==> config.mk <==
export PLATFORM = sky130hd
export DESIGN_NAME = traffic_light_monitor
export DESIGN_NICKNAME = d
export VERILOG_FILES = /design/src/rtl/tl_pkg.sv /design/src/rtl/tl_road_checker.sv /design/src/rtl/traffic_light_monitor.sv
export SDC_FILE = /design/constraint.sdc
export NUM_CORES = 1
export LEC_CHECK = 0
export CAP_MARGIN = 40
export CORE_MARGIN = 5
export CORE_UTILIZATION = 33
export CTS_CLUSTER_DIAMETER = 150
export DETAILED_ROUTE_END_ITERATION = 16
export GPL_TIMING_DRIVEN = 0
export SLEW_MARGIN = 20
export SYNTH_ARGS = -nofsm -noshare
export SYNTH_HDL_FRONTEND = slang
export SYNTH_SLANG_ARGS = --single-unit
==> constraint.sdc <==
create_clock -name clk -period 2.45 [get_ports clk]
set_input_delay 0.6125 -clock clk [delete_from_list [all_inputs] [get_ports clk]]
set_output_delay 0.6125 -clock clk [all_outputs]
set_load 0.005 [all_outputs]
==> src/rtl/tl_pkg.sv <==
// Shared traffic-light types: light encoding, fault codes, default dwell times.
// Used by the light monitor and by the traffic-light controller.
package tl_pkg;

  typedef enum logic [1:0] {
    RED    = 2'b00,
    YELLOW = 2'b10,
    GREEN  = 2'b11
  } light_t;

  localparam logic [1:0] LIGHT_ILLEGAL = 2'b01;

  typedef enum logic [2:0] {
    FLT_NONE     = 3'd0,
    FLT_ILLEGAL  = 3'd1,
    FLT_CONFLICT = 3'd2,
    FLT_BAD_SEQ  = 3'd3,
    FLT_TIMING   = 3'd4
  } fault_t;

  typedef enum logic {
    ROAD_INIT  = 1'b0,
    ROAD_TRACK = 1'b1
  } road_state_t;

  localparam int GT_DEFAULT = 45;
  localparam int YT_DEFAULT = 15;

  localparam logic [6:0] DWELL_MAX = 7'd127;

  function automatic logic legal_step(input light_t from, input light_t to);
    return ((from == GREEN)  && (to == YELLOW)) ||
           ((from == YELLOW) && (to == RED))    ||
           ((from == RED)    && (to == GREEN));
  endfunction

endpackage

==> src/rtl/tl_road_checker.sv <==
// Per-road checker: tracks the last legal sample and its dwell, and flags
// illegal codes, bad light sequences and GREEN/YELLOW dwell violations.
//
// state      | meaning
// ROAD_INIT  | no sample since reset; next legal sample seeds prev/dwell
// ROAD_TRACK | prev/dwell valid; sequence and timing checks active
module tl_road_checker
  import tl_pkg::*;
#(
  parameter int   GT        = GT_DEFAULT,
  parameter int   YT        = YT_DEFAULT,
  parameter logic CYCLE_REF = 1'b0
) (
  input  logic       clk,
  input  logic       rst,
  input  logic [1:0] road,
  output logic       illegal,
  output logic       bad_seq,
  output logic       timing,
  output logic       cycle_hit
);

  road_state_t state_q, state_d;
  light_t      prev_q;
  logic [6:0]  dwell_q;
  logic        first_int_q;

  logic   is_illegal;
  logic   changed;
  light_t sample;

  assign is_illegal = (road == LIGHT_ILLEGAL);
  assign sample     = light_t'(road);
  assign changed    = (sample != prev_q);

  always_ff @(posedge clk) begin
    if (rst) state_q <= ROAD_INIT;
    else     state_q <= state_d;
  end

  always_comb begin
    state_d = state_q;
    case (state_q)
      ROAD_INIT:  if (!is_illegal) state_d = ROAD_TRACK;
      ROAD_TRACK: state_d = ROAD_TRACK;
      default:    state_d = ROAD_INIT;
    endcase
  end

  // Illegal samples leave prev/dwell untouched so the next legal sample is
  // judged against the last legal one.
  always_ff @(posedge clk) begin
    if (rst) begin
      prev_q      <= RED;
      dwell_q     <= 7'd0;
      first_int_q <= 1'b0;
    end else if (!is_illegal) begin
      prev_q <= sample;
      if (state_q == ROAD_INIT) begin
        dwell_q     <= 7'd1;
        first_int_q <= 1'b1;
      end else if (changed) begin
        dwell_q     <= 7'd1;
        first_int_q <= 1'b0;
      end else if (dwell_q != DWELL_MAX) begin
        dwell_q <= dwell_q + 7'd1;
      end
    end
  end

  always_comb begin
    illegal   = is_illegal;
    bad_seq   = 1'b0;
    timing    = 1'b0;
    cycle_hit = 1'b0;
    if ((state_q == ROAD_TRACK) && !is_illegal) begin
      if (changed) begin
        bad_seq   = !legal_step(prev_q, sample);
        cycle_hit = CYCLE_REF && (prev_q == RED) && (sample == GREEN);
        if (!first_int_q)
          timing = ((prev_q == GREEN)  && (int'(dwell_q) < GT)) ||
                   ((prev_q == YELLOW) && (int'(dwell_q) < YT));
      end else if (!first_int_q) begin
        // dwell equals the limit exactly once per interval: overstay fires once
        timing = ((prev_q == GREEN)  && (int'(dwell_q) == GT)) ||
                 ((prev_q == YELLOW) && (int'(dwell_q) == YT));
      end
    end
  end

endmodule

==> src/rtl/traffic_light_monitor.sv <==
// Two-road traffic light monitor: per-road checkers plus cross-road conflict,
// fault prioritisation, sticky/first-fault capture and cycle counting.
module traffic_light_monitor
  import tl_pkg::*;
#(
  parameter int GT = GT_DEFAULT,
  parameter int YT = YT_DEFAULT
) (
  input  logic        clk,
  input  logic        rst,
  input  logic [1:0]  roadA,
  input  logic [1:0]  roadB,
  input  logic        clr_fault,
  output logic        fault_pulse,
  output logic        fault_sticky,
  output logic [2:0]  first_fault,
  output logic [7:0]  fault_cnt,
  output logic        cycle_done,
  output logic [15:0] cycle_cnt
);

  logic a_illegal, a_bad_seq, a_timing, a_cycle;
  logic b_illegal, b_bad_seq, b_timing, b_cycle;
  logic conflict;
  logic fault_now;
  logic cycle_hit;
  fault_t fault_code;

  tl_road_checker #(.GT(GT), .YT(YT), .CYCLE_REF(1'b1)) u_road_a (
    .clk       (clk),
    .rst       (rst),
    .road      (roadA),
    .illegal   (a_illegal),
    .bad_seq   (a_bad_seq),
    .timing    (a_timing),
    .cycle_hit (a_cycle)
  );

  tl_road_checker #(.GT(GT), .YT(YT), .CYCLE_REF(1'b0)) u_road_b (
    .clk       (clk),
    .rst       (rst),
    .road      (roadB),
    .illegal   (b_illegal),
    .bad_seq   (b_bad_seq),
    .timing    (b_timing),
    .cycle_hit (b_cycle)
  );

  assign conflict  = (roadA != RED) && (roadB != RED);
  assign cycle_hit = a_cycle | b_cycle;

  always_comb begin
    fault_code = FLT_NONE;
    if (a_illegal || b_illegal)      fault_code = FLT_ILLEGAL;
    else if (conflict)               fault_code = FLT_CONFLICT;
    else if (a_bad_seq || b_bad_seq) fault_code = FLT_BAD_SEQ;
    else if (a_timing || b_timing)   fault_code = FLT_TIMING;
  end

  assign fault_now = (fault_code != FLT_NONE);

  // A fault in the same cycle as clr_fault restarts capture from that fault.
  always_ff @(posedge clk) begin
    if (rst) begin
      fault_pulse  <= 1'b0;
      fault_sticky <= 1'b0;
      first_fault  <= 3'd0;
      fault_cnt    <= 8'd0;
      cycle_done   <= 1'b0;
      cycle_cnt    <= 16'd0;
    end else begin
      fault_pulse <= fault_now;
      cycle_done  <= cycle_hit;
      if (cycle_hit) cycle_cnt <= cycle_cnt + 16'd1;
      if (fault_now) begin
        fault_sticky <= 1'b1;
        if (clr_fault || (first_fault == 3'd0)) first_fault <= fault_code;
        if (clr_fault)                 fault_cnt <= 8'd1;
        else if (fault_cnt != 8'hFF)   fault_cnt <= fault_cnt + 8'd1;
      end else if (clr_fault) begin
        fault_sticky <= 1'b0;
        first_fault  <= 3'd0;
        fault_cnt    <= 8'd0;
      end
    end
  end

endmodule
# Word level (Yosys, flattened, before mapping)
# Cells that the tools add are included.
# word_totals
regBits,52
inputBits,7
out_inout_bits,30
word_cells,140
# op_classes
add_sub_neg,4
n_lt_le_gt_ge,4
eq_ne,24
mux,41
bitwise,4
n_reduce_logical,49
# op_table
operator,count
$mux 7,6
$mux 8,4
$mux 1,22
$mux 3,7
$logic_and 1x1->1,17
$add 16x1->16 const B,1
$eq 2x2->1 const B,8
$add 7x1->7 const B,2
$eq 7x5->1 const B,2
$eq 7x7->1 const B,2
$lt 7x4->1 const B,2
$lt 7x6->1 const B,2
$ne 7x7->1 const B,2
$logic_or 1x1->1,12
$reduce_and 2->1,6
$add 8x1->8 const B,1
$logic_not 2->1,4
$ne 8x8->1 const B,1
$reduce_bool 2->1,4
$ne 3x3->1 const B,2
$eq 2x1->1 const B,2
$logic_not 1->1,4
$ne 2x2->1,2
$ne 2x2->1 const B,2
5 further kinds,9

# Logic depth before layout (Yosys ltp)
# Gate-level depths: netlist (run 1).
# depth
word_depth,14
mapped_depth,10
ltp_nobuf,9

# Hierarchy
# Synthesis (run 1) repeated with hierarchy kept, for this count alone.
# hier_totals
hier_cells,341
hier_area_um2,2781.4
# by_module_without_submodules
mod,instances,cells_each,area_per_inst_um2,seq_area_each_um2
traffic_light_monitor,1,167,1390.1,600.6
tl_road_checker at u_road_a,1,87,696.9,220.2
tl_road_checker at u_road_b,1,87,694.4,220.2

# Worst setup path before layout (run 1)
# No wires, ideal clock.
# synth_path
path_type,input -> register
startpoint,input roadA[1]
endpoint,register fault_cnt[2]
setup_ps,70
t_arrival_ps,2211
t_required_ps,2380
path_slack_ps,169
cell_stages,9
n_path_buf,2
cell_sequence,buf_2 xnor2_2 nand3_2 and3_4 o32ai_4 nor2_2 buf_6 or3_1 a21oi_1
# synth_via
elab_chain_cells,14
# synth_lines
element,line_no,source
start: declaration,traffic_light_monitor.sv:11,"input logic [1:0] roadA,"
$eq 2x2->1 / $logic_not 2->1 (equally long branches),"tl_pkg.sv:32, tl_pkg.sv:33",
$logic_and 1x1->1 (on tied branches),"tl_pkg.sv:32, tl_pkg.sv:33",
$logic_or 1x1->1,tl_pkg.sv:32,return ((from == GREEN) && (to == YELLOW)) ||
$logic_or 1x1->1,tl_pkg.sv:33,((from == YELLOW) && (to == RED)) ||
$logic_not 1->1,tl_road_checker.sv:78,"bad_seq = !legal_step(prev_q, sample);"
$mux 1,tl_road_checker.sv:77,if (changed) begin
$mux 1,tl_road_checker.sv:76,if ((state_q == ROAD_TRACK) && !is_illegal) begin
$logic_or 1x1->1,traffic_light_monitor.sv:56,else if (a_bad_seq || b_bad_seq) fault_code = FLT_BAD_SEQ;
$mux 3,traffic_light_monitor.sv:56,
$mux 3,traffic_light_monitor.sv:55,else if (conflict) fault_code = FLT_CONFLICT;
$mux 3 (*),traffic_light_monitor.sv:54,if (a_illegal || b_illegal) fault_code = FLT_ILLEGAL;
$reduce_bool 3->1 (*),traffic_light_monitor.sv:60,assign fault_now = (fault_code != FLT_NONE);
$reduce_bool 2->1 (no line),n/a,
$reduce_and 2->1 (no line),n/a,
end signal: assignment,traffic_light_monitor.sv:79,else if (fault_cnt != 8'hFF) fault_cnt <= fault_cnt + 8'd1;
end: declaration,traffic_light_monitor.sv:17,"output logic [7:0] fault_cnt,"
# Every way passes the cells marked *; elsewhere a longest branch is shown, timed or not.
# A chain may end at the register's enable or synchronous reset.

# Final worst setup path (run 1)
# layout_path
startpoint,input roadA[0]
endpoint,register cycle_cnt[15]
# layout_via
elab_chain_cells,4
# layout_lines
element,line_no,source
$eq 2x2->1 / $eq 2x1->1 (equally long branches),"tl_road_checker.sv:79, tl_road_checker.sv:32",
$logic_and 1x1->1 / $logic_not 1->1 (equally long branches),n/a,
$mux 1 / $logic_and 1x1->1 (equally long branches),"tl_road_checker.sv:77, tl_road_checker.sv:76",
$mux 1 (*),tl_road_checker.sv:76,
end signal: assignment,traffic_light_monitor.sv:74,if (cycle_hit) cycle_cnt <= cycle_cnt + 16'd1;
end: declaration,traffic_light_monitor.sv:19,output logic [15:0] cycle_cnt
# Marks and branches as above.

==> results of run 1 <==
## layer usage
layer	GRT usage (%)	up-vias
met5	0	-
met4	4.35	0
met3	2.57	6
met2	19.2	46
met1	15.8	1065
li1	-	1218
## cells in the final DEF, fill, tap and decap left out, types with 5 or more instances in the layout
master	count
xnor2_1	8
and3_1	11
nand2b_1	5
dfxtp_1	52
clkbuf_8	5
o21ai_0	9
nor3_1	10
clkdlybuf4s50_1	32
ha_1	6
a21oi_1	19
xor2_1	15
nor2_1	51
nand4_1	6
inv_1	6
or3_1	8
buf_2	8
nor2b_1	6
nand2_1	27
nand3_1	9
## how the worst min path moves through the flow
stage	startpoint	to	slack, ns	cells after the start
floorplan	u_road_a.first_int_q	u_road_a.first_int_q	0.46	2
global placement	fault_sticky	fault_sticky	0.47	2
detailed placement	fault_sticky	fault_sticky	0.47	2
CTS	fault_sticky	fault_sticky	0.48	2
global route	fault_sticky	fault_sticky	0.51	2
finish	fault_sticky	fault_sticky	0.48	2
## per-stage QoR
step | setup slack, ns | instances | utilization (%) | hold slack (ns)
5_1_grt | 0.0308 | 470 | 40.3 | 0.511
3_3_place_gp | -0.524 | 460 | 39.0 | 0.470
4_1_cts | 0.166 | 470 | 40.3 | 0.484
6_report | 0.153 | 470 | 40.3 | 0.484
3_5_place_dp | -0.539 | 460 | 39.0 | 0.468
2_1_floorplan | 0.169 | 322 | - | 0.456
## logic make-up after synthesis
group	after synthesis
fa+ha+maj	6
buf+inv	21
xor+xnor	24
mux	1
compound gates	63
simple gates	155
flops	52
## layout make-up
type / count / share of cell area (%)
clock buffer: 5 / 2.11
clock inverter: 3 / 0.729
tap: 105 / 4.03
inverter: 6 / 0.690
sequential: 52 / 31.9
multi-input combinational: 249 / 47.5
buffer: 15 / 2.49
timing repair buffer: 35 / 10.5
## power groups by stage
stage / combinational [W] / clock [W] / sequential (W)
CTS: 0.000233 / 0.000529 / 0.000893
finish: 0.000231 / 0.000504 / 0.000892
global route: 0.000258 / 0.000559 / 0.000897
global placement: 0.000225 / 0 / 0.000912
floorplan: 0.000160 / 0 / 0.000907
detailed placement: 0.000228 / 0 / 0.000912
## critical path, delay by kind of cell
| kind | cells | cell delay, ns |
|---|---|---|
| and+or+nand+nor | 5 | 1.28 |
| buffers and inverters | 2 | 0.51 |
| AOI/OAI and AO/OA | 1 | 0.14 |
## sequential cells by signal (all words and copies together), names as in the netlist
signal,count
u_road_b.dwell_q,7
u_road_a.dwell_q,7
fault_cnt,8
u_road_a.prev_q,2
fault_pulse,1
u_road_a.first_int_q,1
cycle_done,1
u_road_b.state_q,1
fault_sticky,1
cycle_cnt,16
u_road_b.prev_q,2
u_road_a.state_q,1
first_fault,3
u_road_b.first_int_q,1
## what timing repair did
| action | 4_1_cts | 5_1_grt |
|---|---|---|
| setup buffers | 2 | 0 |
| hold buffers | 0 | 0 |
| resized for setup | 2 | 0 |
| setup endpoints to repair | 11 | 0 |
==> results.md, run 1 <==
- Outcome: finished, final reports clean
- Max clock buf depth: 2
- Top post-synthesis cells by count: 52 x dfxtp_1, 51 x nor2_1, 27 x nand2_1, 19 x a21oi_1, 15 x xor2_1
- Post-synthesis compound-gate area fraction: approximately 16%
- Int Pwr: approximately 0.0012 W
- Length in cells of the worst reg-to-reg path: 9
- Largest net degree at the start of global routing: 18
- Worst EP required: ~2.7 ns
- Routability cong.: approximately 0.8
- Pwr Total: between 0.0015 and 0.002 W
- Worst endpoint data arrival time: roughly 2.5 ns
- Final Max Slew Viols: 0
- Width of the die: between 100 and 150 um
- Multiplexer fraction of the synthesized cell area: less than 1%
- Leakage power summed over all cells: ~1.1 nW
- Count of buffers from port buffering: 33
- Worst slew margin relative to its limit: between 60% and 70%
- Total global routing track utilization: 12.0%
- Power share of the sequential group: approximately 55%
- Top sig layer: met4
- Initial cell density of the core: between 30% and 40%
- Highest Clock Rate: about 0.44 GHz
- Clock latency reported for the late side of the worst-skew pair: about 0.31 ns
- Worst hold path type: reg2reg
- Total half-perimeter wirelength after legalization and detailed placement: around 4300 um
- Antenna violations before repair: 0
- WL met3: between 200 and 300 um
- Distinct cell type count after synthesis: between 50 and 60
- Violation count after the first detailed-routing iteration: 76
- Core area: ~8100 um2
- Register bit total from synthesis: 52
- Shortest clock period the worst path allows after layout: ~2.3 ns
- Clk pwr share: around 31%
- Count of final setup violators: 0
- Post-synthesis area per instance: around 8.4 um2
- Switching Fraction: between 20% and 30%
- Total power density per cell area: 499 nW/um2
- CTS buffer count: 5
- Routed met1 length: just under 3000 um
- Main combinational cell family by area after synthesis: simple AND/OR/NAND/NOR gates
- Number of enable flip-flop cells after synthesis: 0
- Kind of start point of the critical path: primary input
- DRC violations left: 0
- Fill cells: ~860
- Post-route cell area: ~3300 um2
- Final Cycle Share: between 90% and 100%
- Total of max-cap violations: 0
- Net switching power figure: roughly 0.00045 W
- Synth Area in Simple Gates: 29.8%
- Area used by multi-input combinational logic: 1550 um2
- Final net count: between 300 and 400
- Wire length reported by the detailed router: slightly below 6000 um
- Largest stage delay on the critical path: between 0.3 and 0.4 ns
- Wire length of the first global-routing pass: 9970 um
- Fraction of power consumed by combinational cells: roughly 14%
- Sequential-to-total area share from yosys stat: 38.7%
- Number of vias after detailed routing: about 2,300
- Proportion of netlist area held by the largest area contributor: approximately two fifths
- Setup total negative slack: 0 ns
- Post-synthesis xor/xnor area fraction: 8.09%
- Area contributors post-synth: dfxtp_1 39%, nor2_1 7.1%, xor2_1 4.9%
- Synth Net Count: between 300 and 400
- Library cell with the highest instance count after synthesis: dfxtp_1
- Area of the die: just over 10,000 um2
- Setup crit end: cycle_cnt[15]
- Met2 wire len: between 2000 and 3000 um
- DRT Pass-1 Iters: 4
- Crit path max-delay cell type: or3_1
- Largest voltage drop on the vdd net: 232 uV
- Worst Clk Skew: 0.00704 ns
- Crit path max fanout: 7
- GRT overflow: 0
- Synthesized netlist cell count: 322
- Worst Setup End Kind: flip-flop
- Crit Path Category: in2reg
- Clock root buffer master: clkbuf_8
- Adder-Cell Fraction of Synth Area: under 10%
- Post-route antenna net violation count: 0
- I/O pins: 37
- FF+latch area: roughly 1000 um2
- Flip-flop cell with the highest count after synthesis: dfxtp_1
- Worst setup path startpoint: roadA[0]
- Placed cell areas: approximately 3200 um2
- Reg-to-Reg End: fault_cnt[2]
- TritonCTS clock tree: built
- Share of flip-flops with an asynchronous set or reset: 0%
- Cell Rows: 33
- Clk pin slew, worst setup/hold paths: around 0.1 ns
- Vias in the first global route: between 2,000 and 2,500
- Critical R2R Launch: u_road_b.dwell_q[0]
- Biggest area consumer among synthesized cells: dfxtp_1
- ANT cells: 0
- Count of yosys warnings during synthesis: 0
- Wire per inst: approximately 12 um
- Proportion of layout cells with a drive suffix above 1: approximately 8.5%
- Cells traversed along the worst timing path: dlygate4sd2_1 > or2b_4 > nor3_4 > and4_1 > buf_2 > nand3_2 > or3_1 > a21oi_1
- Reg-to-reg setup timing slack: 0.34 ns
- Area of the mapped netlist: about 2700 um2
- Clk sink count: 52
- Detail-routed via count per cell: approximately 5.0
- Chip Height: ~100 um
- Syn-to-layout area delta: 21.2%
- Final number of hold-violating endpoints: 0
- Setup repair after global routing missed its margin: false
- CTS H-Tree Depth: 2
- Worst Max-Slew Pin Slew: between 0.5 and 0.6 ns
No activity file was read; power rests on OpenSTA's default activity.
==> run 2: changes to the inputs <==
--- a/config.mk
+++ b/config.mk
@@ -6,11 +6,11 @@
 export NUM_CORES = 1
 export LEC_CHECK = 0
 export CAP_MARGIN = 40
-export CORE_MARGIN = 5
 export CORE_UTILIZATION = 33
 export CTS_CLUSTER_DIAMETER = 150
 export DETAILED_ROUTE_END_ITERATION = 16
 export GPL_TIMING_DRIVEN = 0
+export PLACE_DENSITY = 0.64
 export SLEW_MARGIN = 20
 export SYNTH_ARGS = -nofsm -noshare
 export SYNTH_HDL_FRONTEND = slang
==> run 2 against run 1 <==
Against the previous run:
- global-route usage grew 2.4 points
- register-to-register slack lost 0.02 ns
- sequential cell count is the same
- critical path depth is the same
- worst setup slack gained 0.011 ns
- sequential power is essentially flat
- die area shrank 15%
- largest cell class unchanged
- clock power shrank 0.8%
- critical endpoint unchanged
- via count grew 1.5%
- cell count shrank 0.64%
- maximum frequency grew 0.49%
==> results.md, run 2 (synthesized netlist as in run 1, its figures left out) <==
- Met2 usage: 22.5%
- Number of flip-flops in the largest register: 16
- GRT overflow: 0
- Outcome: finished, final reports clean
- Fin worst setup slack: 0.164 ns
- Worst Setup End Kind: flip-flop
- Most common cell after layout, fill and taps aside: dfxtp_1
- Total power density per cell area: between 400 and 500 nW/um2
- Detail-routed via count per cell: 5.07
- Count of final setup violators: 0
- Pwr Total: 0.00162 W
- Clock root buffer master: clkbuf_8
- Leakage power summed over all cells: roughly 1.1 nW
- FF+latch area: 1040 um2
- Proportion of layout cells with a drive suffix above 1: 8.49%
- CTS buffer count: 5
- Wire length reported by the detailed router: between 5000 and 6000 um
- Dpl ws: -0.546 ns
- Cts hold-fix bufs: 0
- Shortest clock period the worst path allows after layout: between 2 and 2.5 ns
- I/O pins: 37
- Worst Clk Skew: a little over 0.003 ns
- DRT Pass-1 Iters: 4
- Crit path max fanout: 7
- Area used by multi-input combinational logic: between 1500 and 2000 um2
- Final net count: ~380
- Kind of start point of the critical path: primary input
- Cell Rows: 32
- Final number of hold-violating endpoints: 0
- Core area: 7810 um2
- Fill cells: approximately 800
- Highest Clock Rate: 0.438 GHz
- Worst hold path type: reg2reg
- Clk pwr share: a little under a third
- Worst slew margin relative to its limit: 61.7%
- Count of buffers from port buffering: 33
- Total global routing track utilization: between 10% and 20%
- Area of the die: ~8500 um2
- Grt met3 use: under 10%
- DRC violations left: 0
- Power share of the sequential group: around 55%
- CTS H-Tree Depth: 2
- Clk sink count: 52
- Width of the die: approximately 92 um
- Worst endpoint data arrival time: ~2.5 ns
- Clk pin slew, worst setup/hold paths: 0.10 ns
- Int Pwr: about 0.0012 W
- Largest registers: cycle_cnt (16), fault_cnt (8)
- Setup repair after global routing missed its margin: false
- Vias in the first global route: about 2,200
- Number of vias after detailed routing: between 2,000 and 2,500
- Syn-to-layout area delta: 21.2%
- TritonCTS clock tree: built
- Post-route antenna net violation count: 0
- Switching Fraction: between 20% and 30%
- Chip Height: between 90 and 100 um
- Crit Path Category: in2reg
- Initial cell density of the core: approximately a third
- Fraction of power consumed by combinational cells: about 14%
- Clock latency reported for the late side of the worst-skew pair: roughly 0.31 ns
- Worst Max-Slew Pin Slew: 0.574 ns
- Largest voltage drop on the vdd net: approximately 230 uV
- Wire per inst: between 10 and 15 um
- Worst EP required: around 2.7 ns
- Largest net degree at the start of global routing: 18
- Total half-perimeter wirelength after legalization and detailed placement: around 4200 um
- Most heavily used metal layer in global routing: met2
- Violation count after the first detailed-routing iteration: 95
- Reg-to-reg setup timing slack: ~0.32 ns
- Final Cycle Share: between 90% and 100%
- Most frequent cells in the layout: 52 x dfxtp_1, 51 x nor2_1, 32 x clkdlybuf4s50_1
- Final Max Slew Viols: 0
- Wire length of the first global-routing pass: between 10,000 and 15,000 um
- Antenna violations before repair: 0
- Top reg by flops: cycle_cnt
- Net switching power figure: 0.000447 W
- Total of max-cap violations: 0
- ANT cells: 0
- Routing usage on met1: roughly 20%
- Max clock buf depth: 2
- Routability cong.: approximately 0.83
==> run 2: cell types whose count changed in the layout (fill, tap and decap cells not counted) <==
| cell | delta |
|---|---|
| dlygate4sd2_1 | -1 |
| clkdlybuf4s15_1 | +1 |
==> run 2: timing repair <==
action	CTS	global route
buffers inserted	2	0
endpoints found under the setup margin	12	2
pin swaps	2	0
gates cloned	0	0
gates resized for setup	2	1
==> run 2: area by class of cell <==
| class | instances | area share, % |
|---|---|---|
| buffer | 15 | 2.49 |
| clock buffer | 5 | 2.11 |
| clock inverter | 3 | 0.729 |
| inverter | 6 | 0.691 |
| multi-input combinational | 249 | 47.5 |
| sequential | 52 | 31.9 |
| tap | 102 | 3.91 |
| timing repair buffer | 35 | 10.6 |
==> run 2: power by group through the flow <==
stage | clock network [W] | registers (W) | logic (W)
after floorplan | 0 | 0.000907 | 0.000160
after global routing | 0.000556 | 0.000897 | 0.000260
after detailed placement | 0 | 0.000912 | 0.000228
after global placement | 0 | 0.000912 | 0.000224
after CTS | 0.000520 | 0.000893 | 0.000233
final | 0.000500 | 0.000892 | 0.000232
==> run 2: routing by layer <==
metal  part of all wire [%]  vias to the layer above
li1                       -                     1225
met1                     51                     1101
met2                     44                       38
met3                    4.1                        5
met4                   0.69                        0
met5                      0                        -
==> run 2: path summary, 6_finish.rpt <==
| path | cells past startpoint | end | startpoint |
|---|---|---|---|
| max reg2reg | 9 | fault_cnt[3] | u_road_a.dwell_q[0] |
| max | 8 | cycle_cnt[15] | roadA[0] |
| min reg2reg | 2 | fault_sticky | fault_sticky |
| min | 2 | fault_sticky | fault_sticky |
==> run 2: per-stage QoR <==
stage / utilization, % / hold WS [ns] / TNS [ns] / area (um2) / instances
after floorplan: - / 0.456 / 0 / 2690 / 322
after global placement: 40.3 / 0.466 / -7.44 / 3150 / 457
after detailed placement: 40.3 / 0.469 / -7.90 / 3150 / 457
after CTS: 41.7 / 0.484 / 0 / 3260 / 467
after global routing: 41.8 / 0.494 / 0 / 3260 / 467
final: 41.8 / 0.481 / 0 / 3260 / 467
==> run 2: worst max-delay path, cell delays in order <==
cell,delay (ns)
clkdlybuf4s15_1,0.30
or2b_4,0.34
nor3_4,0.26
and4_1,0.21
buf_2,0.16
nand3_2,0.13
or3_1,0.37
a21oi_1,0.14
==> run 3: changes to the inputs <==
--- a/config.mk
+++ b/config.mk
@@ -11,7 +11,6 @@
 export DETAILED_ROUTE_END_ITERATION = 16
 export GPL_TIMING_DRIVEN = 0
 export PLACE_DENSITY = 0.64
-export SLEW_MARGIN = 20
 export SYNTH_ARGS = -nofsm -noshare
 export SYNTH_HDL_FRONTEND = slang
 export SYNTH_SLANG_ARGS = --single-unit
==> results of run 3 <==
Final layout, timing and power as in run 2 (identical DEF).
